File: src/rtl/ram_arb2.sv
// Round-robin arbiter sharing one single-port RAM between two clients.
// Each winning request gets one registered ACCESS cycle on the RAM port, followed by a one-cycle ack.
module ram_arb2 #(
    parameter int DW = 8,
    parameter int AW = 4
) (
    input  logic          clk,
    input  logic          rst_n,
    input  logic          req0,
    input  logic          we0,
    input  logic [AW-1:0] addr0,
    input  logic [DW-1:0] wdata0,
    output logic          gnt0,
    output logic          ack0,
    output logic [DW-1:0] rdata0,
    input  logic          req1,
    input  logic          we1,
    input  logic [AW-1:0] addr1,
    input  logic [DW-1:0] wdata1,
    output logic          gnt1,
    output logic          ack1,
    output logic [DW-1:0] rdata1,
    output logic [AW-1:0] ram_addr,
    output logic [DW-1:0] ram_wdata,
    output logic          ram_rw,
    input  logic [DW-1:0] ram_rdata,
    output logic          busy
);

    typedef enum logic {
        IDLE   = 1'b0,
        ACCESS = 1'b1
    } state_t;

    state_t state;
    logic   last;
    logic   elig0, elig1, win0, win1;

    // The client whose access ends at this edge has its ack issued here, so its held req does
    // not count; this lets the other client follow immediately while a lone client waits a cycle.
    always_comb begin
        elig0 = req0 && !gnt0;
        elig1 = req1 && !gnt1;
        win0  = elig0 && (!elig1 || last);
        win1  = elig1 && (!elig0 || !last);
    end

    always_ff @(posedge clk or negedge rst_n) begin
        if (!rst_n) begin
            state     <= IDLE;
            last      <= 1'b1;
            gnt0      <= 1'b0;
            gnt1      <= 1'b0;
            ack0      <= 1'b0;
            ack1      <= 1'b0;
            rdata0    <= '0;
            rdata1    <= '0;
            ram_addr  <= '0;
            ram_wdata <= '0;
            ram_rw    <= 1'b0;
            busy      <= 1'b0;
        end else begin
            ack0 <= gnt0;
            ack1 <= gnt1;
            if (gnt0 && !ram_rw) rdata0 <= ram_rdata;
            if (gnt1 && !ram_rw) rdata1 <= ram_rdata;

            if (win0) begin
                state     <= ACCESS;
                last      <= 1'b0;
                gnt0      <= 1'b1;
                gnt1      <= 1'b0;
                busy      <= 1'b1;
                ram_addr  <= addr0;
                ram_wdata <= wdata0;
                ram_rw    <= we0;
            end else if (win1) begin
                state     <= ACCESS;
                last      <= 1'b1;
                gnt0      <= 1'b0;
                gnt1      <= 1'b1;
                busy      <= 1'b1;
                ram_addr  <= addr1;
                ram_wdata <= wdata1;
                ram_rw    <= we1;
            end else begin
                // Address and data hold; only rw must drop so the RAM sees no stray write.
                state  <= IDLE;
                gnt0   <= 1'b0;
                gnt1   <= 1'b0;
                busy   <= 1'b0;
                ram_rw <= 1'b0;
            end
        end
    end

endmodule

File: config.mk
export PLATFORM = sky130hd
export DESIGN_NAME = ram_arb2
export DESIGN_NICKNAME = d
export VERILOG_FILES = /design/src/rtl/ram_arb2.sv
export SDC_FILE = /design/constraint.sdc
export NUM_CORES = 1
export LEC_CHECK = 0
export BUFFER_PORTS_ARGS = -buffer_cell sky130_fd_sc_hd__buf_2
export CAP_MARGIN = 20
export CORE_MARGIN = 3
export CORE_UTILIZATION = 30
export DETAILED_ROUTE_END_ITERATION = 16
export RECOVER_POWER = 25
export SLEW_MARGIN = 5
export SYNTH_ARGS = -nofsm -noshare
export SYNTH_HDL_FRONTEND = slang
export SYNTH_SLANG_ARGS = --single-unit
File: constraint.sdc
create_clock -name clk -period 2 [get_ports clk]
set_clock_uncertainty 0.2 [all_clocks]
set_input_delay 0.2 -clock clk [delete_from_list [all_inputs] [get_ports clk]]
set_output_delay 0.2 -clock clk [all_outputs]
set_load 0.05 [all_outputs]
Word level (Yosys, flattened, before mapping). Cells that the tools add are included.

Bits in registers: 35. Output and inout port bits: 34. Word-level logic and storage cells: 38. Input port bits: 38.

Reductions and logical operators: 15. Muxes and demuxes: 12.

Operator list (number): $mux 8 (2); $mux 1 (8); $mux 4 (2); $logic_and 1x1->1 (6); $logic_not 1->1 (6); $logic_or 1x1->1 (2); $reduce_bool 2->1 (1).

Longest topological paths before layout. Gate-level depths: netlist of run 1.

Word-level depth: 7. Gate-level depth with buffers: 5. Mapped depth without buffers: 3.

Worst setup path after synthesis of run 1. OpenSTA, ideal clock, no wires.

Path kind: register -> register. Start point: register gnt1. End point: register ram_rw. Required time: 1.679 ns. Path buffers: 1. Stages on the path, launching flop included: 5. Clock period less this slack: 1.718 ns. Data arrival time: 1.397 ns. Slack: 0.282 ns. Library setup time: 0.121 ns. Path through: dfrtp_1 nand2b_4 o21a_4 buf_12 a22o_2.

Word-level cells in the longest chain between the ends: 6. Elaborated cells between the ends (all ways): 8. Those cells by class: mux: 2; reduce/logical: 6.

Ends and longest elaborated chain: start: declaration (RTL line 20) `output logic gnt1,`; start signal: assignment (RTL line 53) `gnt1 <= 1'b0;`; start signal: assignment (RTL line 72) `gnt1 <= 1'b0;`; start signal: assignment (RTL line 81) `gnt1 <= 1'b1;`; $logic_not 1->1 (RTL line 43) `elig1 = req1 && !gnt1;`; $logic_and 1x1->1 (RTL line 43); $logic_not 1->1 (RTL line 44) `win0 = elig0 && (!elig1 || last);`; $logic_or 1x1->1 (RTL line 44); $logic_and 1x1->1 (RTL line 44); via win0 (RTL line 37) `logic elig0, elig1, win0, win1;`; $mux 1 (RTL line 68) `if (win0) begin`; end signal: assignment (RTL line 76) `ram_rw <= we0;`; end signal: assignment (RTL line 85) `ram_rw <= we1;`; end: declaration (RTL line 25) `output logic ram_rw,`.

The timed path passes the listed nets, and every way through them passes these cells. A chain may end at the register's enable or synchronous reset.

Worst setup path in the final report of run 1.
Start point: register gnt0. End point: register ram_wdata[4].

Word-level cells in the longest chain between the ends: 6. Elaborated cells between the ends (all ways): 8. Those cells by class: mux: 1; reduce/logical: 7.

Ends and longest elaborated chain: start: declaration (RTL line 13) `output logic gnt0,`; start signal: assignment (RTL line 52) `gnt0 <= 1'b0;`; start signal: assignment (RTL line 71) `gnt0 <= 1'b1;`; start signal: assignment (RTL line 80) `gnt0 <= 1'b0;`; $logic_not 1->1 (*) (RTL line 42) `elig0 = req0 && !gnt0;`; $logic_and 1x1->1 (*) (RTL line 42); $logic_not 1->1 (RTL line 45) `win1 = elig1 && (!elig0 || !last);`; $logic_or 1x1->1 (RTL line 45); $logic_and 1x1->1 (RTL line 45); $reduce_bool 2->1 (no source line); end signal: assignment (RTL line 75) `ram_wdata <= wdata0;`; end signal: assignment (RTL line 84) `ram_wdata <= wdata1;`; end: declaration (RTL line 24) `output logic [DW-1:0] ram_wdata,`.

Every way passes the cells marked *; elsewhere a longest branch is shown, timed or not.

==> impl_metrics.ini, run 1 <==
[global_routing]
grt_pass1_vias = 1346
grt_max_degree = 36
grt_pass1_wl_um = 6500
grt_usage_pct = 13.9
antenna_found_initial = 0
grt_overflow = 0

[worst_setup_path]
worst_path_largest_cell_delay_ns = 0.41
critPathMaxFanout = 14
cp.arrival_ns = 1.61
path_cells = nor2b_1, a21oi_4, a221oi_1
slowest_stage = nor2b_1
critPathKind = reg -> reg
end_kind = register
cp.required_ns = 1.98
start_kind = register

[clock_tree]
cts_tree = yes
cts_hold_buf = 35
cts_buffers = 5
cts_max_level = 2
clock-root-buffer = clkbuf_8
clkTransAtPathRegs_ns = 0.07
cts_resized = 0
clock_path_buffers = 2
cts.sinks = 35
post_cts_buffers = 0
worstSkewPairLatency_ns = 0.28

[timing]
min_period_over_period_pct = 81.6
finalSetupViolations = 0
slew_violations = 0
final-hold-violation-count = 0
max_freq_mhz = 613
fin_crit_ns = 1.63
rsz0062_at_grt = no
slew-limit-headroom_pct = 41.3
tightestPinTransition_ns = 0.880
tns_ns = 0
whs_ns = 0.0784

[pwr]
p_comb_share_pct = 46.1
power_switching_mw = 1.41
p_leak_nw = 1.11
seqPwrFrac_pct = 33.9
power_mw = 3.10
clkPwrFrac_pct = 20.0
ir_drop_mv = 0.697
power_density_nw_per_um2 = 1320
p_sw_share_pct = 45.6
p_int_mw = 1.69

[cells_and_area]
fin_cells = 295
drive_gt1_share_pct = 38.2
final_cell_mix = 47 x buf_2, 35 x dlygate4sd3_1, 34 x dfrtp_1
nNetsFinal = 265
area_delta_synth_final_pct = 54.2
final_common_cell = buf_2
num_antenna_cells = 0

[route]
viasPerCell = 4.28
drt_iter0_drc = 43
remaining_drc_errors = 0
drt-total-wl_um = 3910
vias = 1263
wl_per_cell_um = 13.3
drtAntennaViolNets = 0
drt-pass1-iter-count = 4

[floorplanning]
initial_core_util_pct = 31.7
core_um2 = 4820
num_io_pins = 72
fp.dieH_um = 77.3
die_w_um = 77.3
die_area_um2 = 5980
core.rowCount = 25

[synth]
synth.ff_latch_count = 35
postSynthCellCount = 118
synth-seq-area-share_pct = 57.5
ys_types = 19
avgSynthCellArea_um2 = 12.9
yosysWarnings = 0
syn-num-nets = 156
synth_area_um2 = 1530

[worst_hold_path]
hold_path.class = in -> reg

[placed_design]
gp_congestion = 0.685
placedCellCount = 252
io_buffers = 71
place_hpwl_um = 2490

[job]
maxCapViolations = 0

[status]
outcome = complete, no violations
[sequential cells by signal (all words and copies together), names as in the netlist, 4 cells and up]
signal,count
rdata0,8
rdata1,8
ram_wdata,8
ram_addr,4
[power groups by stage]
| stage | clock [mW] | sequential, mW | combinational, mW |
|---|---|---|---|
| after floorplan | 0 | 1.81 | 0.346 |
| after global routing | 0.672 | 1.08 | 1.49 |
| after global placement | 0 | 1.06 | 1.41 |
| final | 0.619 | 1.05 | 1.43 |
| after CTS | 0.640 | 1.05 | 1.48 |
| after detailed placement | 0 | 1.06 | 1.42 |
[stage by stage]
stage / utilization [%] / worst slack, ns / cell area [um^2]
6_report: 48.8 / 0.369 / 2350
5_1_grt: 48.8 / 0.198 / 2350
3_5_place_dp: 39.9 / 0.333 / 1920
2_1_floorplan: - / 0.282 / 1530
3_3_place_gp: 39.9 / 0.407 / 1920
4_1_cts: 49.4 / 0.335 / 2380
[routing by layer]
layer	vias to the layer above	part of all wire [%]	global-route usage, %	routed length [um]
met4	0	2.4	6.05	92
met5	-	0	0	0
li1	612	-	-	-
met2	68	44	21.2	1700
met1	572	45	17.5	1780
met3	11	8.6	5.40	338
[cell type report]
type,instances,area (um^2)
Fill cell,457,2460
Sequential cell,35,877
Timing Repair Buffer,109,699
Multi-Input combinational cell,51,492
Inverter,25,93.8
Tap cell,67,83.8
Clock buffer,7,76.3
Clock inverter,1,30.0
[cells by family after synthesis]
kind of cell / count (synthesis) / synth area share [%]
muxes: 16 / 11.8
AOI/OAI and AO/OA: 16 / 13.2
and+or+nand+nor: 19 / 7.22
buffers and inverters: 32 / 10.3
DFF: 35 / 57.5
[worst max-delay path, delay by kind of cell (launching register included)]
| kind | cells | cell delay [ns] |
|---|---|---|
| AND/OR/NAND/NOR | 1 | 0.41 |
| flip-flops | 1 | 0.40 |
| AO/OA/AOI/OAI | 2 | 0.52 |
[final timing paths]
check	start	slack (ns)	depth (start not counted)	endpoint
worst min register to register	gnt0	0.21	0	ack0
worst min-delay path	req1	0.08	3	gnt1
min in group asynchronous	rst_n	0.38	2	rdata1[5]
max in group asynchronous	rst_n	0.67	2	ram_wdata[5]
worst max register to register	gnt0	0.37	3	ram_wdata[4]
worst max-delay path	gnt0	0.37	3	ram_wdata[4]
[Yosys cell counts, drive strengths merged]
library cell / instances / area share, %
nor2: 2 / 0.49
dfstp: 1 / 1.7
mux2: 16 / 12
o21a: 1 / 0.98
a22o: 1 / 0.66
dfrtp: 34 / 56
a21oi: 2 / 1.4
inv: 25 / 6.2
nor3: 12 / 3.9
buf: 7 / 4.1
a221oi: 12 / 10
nand2b: 2 / 1.3
and2b: 1 / 0.66
nor2b: 2 / 0.82
(Power assumes the default switching activity.)
==> inputs of run 2 (changes only) <==
==> constraint.sdc (replaced) <==
create_clock -name clk -period 1.7 [get_ports clk]
set_clock_uncertainty 0.2 [all_clocks]
set_input_delay 0.17 -clock clk [delete_from_list [all_inputs] [get_ports clk]]
set_output_delay 0.17 -clock clk [all_outputs]
set_load 0.05 [all_outputs]
==> impl_metrics.ini, run 2 (synthesized netlist as in run 1, its figures left out) <==
[cells_and_area]
final_cell_mix = 70 x buf_2, 35 x dlygate4sd3_1, 32 x dfrtp_1
post-route-util_pct = 49.9
final_common_cell = buf_2
area_delta_synth_final_pct = 57.8
num_antenna_cells = 0
nNetsFinal = 265
top_regs = ram_wdata (8), rdata0 (8), rdata1 (8)
drive_gt1_share_pct = 49.6

[global_routing]
top_usage_layer = met2
grt_max_degree = 22
use_met3_pct = 4.58
grt_pass1_vias = 1435
grt_usage_pct = 13.9
grt_pass1_wl_um = 6530
antenna_found_initial = 0
use_met1_pct = 16.6
grt_overflow = 0
use_met2_pct = 23.0

[pwr]
p_leak_nw = 1.18
ir_drop_mv = 0.795
power_density_nw_per_um2 = 1550

[clock_tree]
worstSkewPairLatency_ns = 0.28
post_cts_buffers = 0
cts_max_level = 2
clkTransAtPathRegs_ns = 0.07
cts_tree = yes
cts_buffers = 5
cts.sinks = 35
clock-root-buffer = clkbuf_8
clock_path_buffers = 2

[status]
outcome = complete, no violations

[floorplanning]
core_um2 = 4820
die_w_um = 77.3
initial_core_util_pct = 31.7
fp.dieH_um = 77.3
die_area_um2 = 5980
core.rowCount = 25
num_io_pins = 72

[worst_hold_path]
whs_path_depth = 3
hold_start = req1
hold_path.class = in -> reg

[route]
remaining_drc_errors = 0
vias = 1281
viasPerCell = 4.34
drtAntennaViolNets = 0
drt-pass1-iter-count = 3
drt-total-wl_um = 3880
wl_per_cell_um = 13.2
drt_iter0_drc = 38

[timing]
finalSetupViolations = 0
min_period_over_period_pct = 92.7
slew_violations = 0
slew-limit-headroom_pct = 40.7
rsz0062_at_grt = no
tns_ns = 0
max_freq_mhz = 635
fin_crit_ns = 1.58
tightestPinTransition_ns = 0.889
final-hold-violation-count = 0

[worst_setup_path]
end_kind = register
critPathLaunch = gnt0
r2r_start = gnt0
worst_path_largest_cell_delay_ns = 0.45
rr_worst_depth = 4
critPathMaxFanout = 16
cp.arrival_ns = 1.51
slowest_stage = a21oi_4
start_kind = register
r2r_slack_ns = 0.12
path_cells = nor2b_1, buf_4, a21oi_4, a221oi_1
critPathKind = reg -> reg
cp.required_ns = 1.64

[placed_design]
gp_congestion = 0.645
io_buffers = 71
place_hpwl_um = 2550

[job]
maxCapViolations = 0
==> run 2: changes by cell type in the layout (fill, tap and decap cells not counted), sizes merged <==
cell,previous run,this run
clkbuf,31,7
clkinv,0,1
buf,50,73
==> run 2: through the flow <==
step / cells / power, mW / area, um^2 / setup WS [ns] / hold slack, ns
floorplan: 118 / 2.54 / 1530 / 0.0862 / -0.326
global placement: 252 / 2.91 / 1940 / 0.169 / -0.0927
detailed placement: 252 / 2.93 / 1940 / 0.137 / -0.0933
CTS: 295 / 3.77 / 2410 / 0.125 / 0.0150
global route: 295 / 3.91 / 2410 / 0.0160 / 0.0320
finish: 295 / 3.73 / 2410 / 0.125 / 0.0273
==> run 2: power breakdown <==
part / switching, mW / internal (mW)
logic: 1.23 / 0.499
clock network: 0.290 / 0.474
registers: 0.139 / 1.10
total: 1.66 / 2.07
==> run 2: worst paths after layout <==
kind	to
worst max-delay path	ram_wdata[2]
worst min-delay path	gnt1
worst max register to register	ram_wdata[2]
worst min register to register	ack0
max in group asynchronous	last
min in group asynchronous	ram_wdata[3]
==> run 2: worst max-delay path: cells and delay by family, from the launching register on <==
family,cells,cell delay [ns]
buf+inv,1,0.19
flops,1,0.38
compound gates,2,0.60
simple gates,1,0.05
==> run 2: repair_timing <==
item,CTS,global route
gates resized for setup,0,0
hold buffers,35,0
endpoints found under the hold margin,63,0
==> run 2: cell type report <==
| cell class | count | area, um^2 |
|---|---|---|
| clock buffer | 6 | 82.6 |
| clock inverter | 2 | 35.0 |
| fill | 464 | 2410 |
| inverter | 25 | 93.8 |
| multi-input combinational | 51 | 492 |
| sequential | 35 | 880 |
| tap | 67 | 83.8 |
| timing repair buffer | 109 | 739 |
==> run 2: routing by layer <==
metal / vias to the layer above / part of all wire, % / wire (um)
li1: 616 / - / -
met1: 594 / 44 / 1700
met2: 60 / 47 / 1820
met3: 11 / 7.1 / 277
met4: 0 / 2.2 / 85
met5: - / 0 / 0
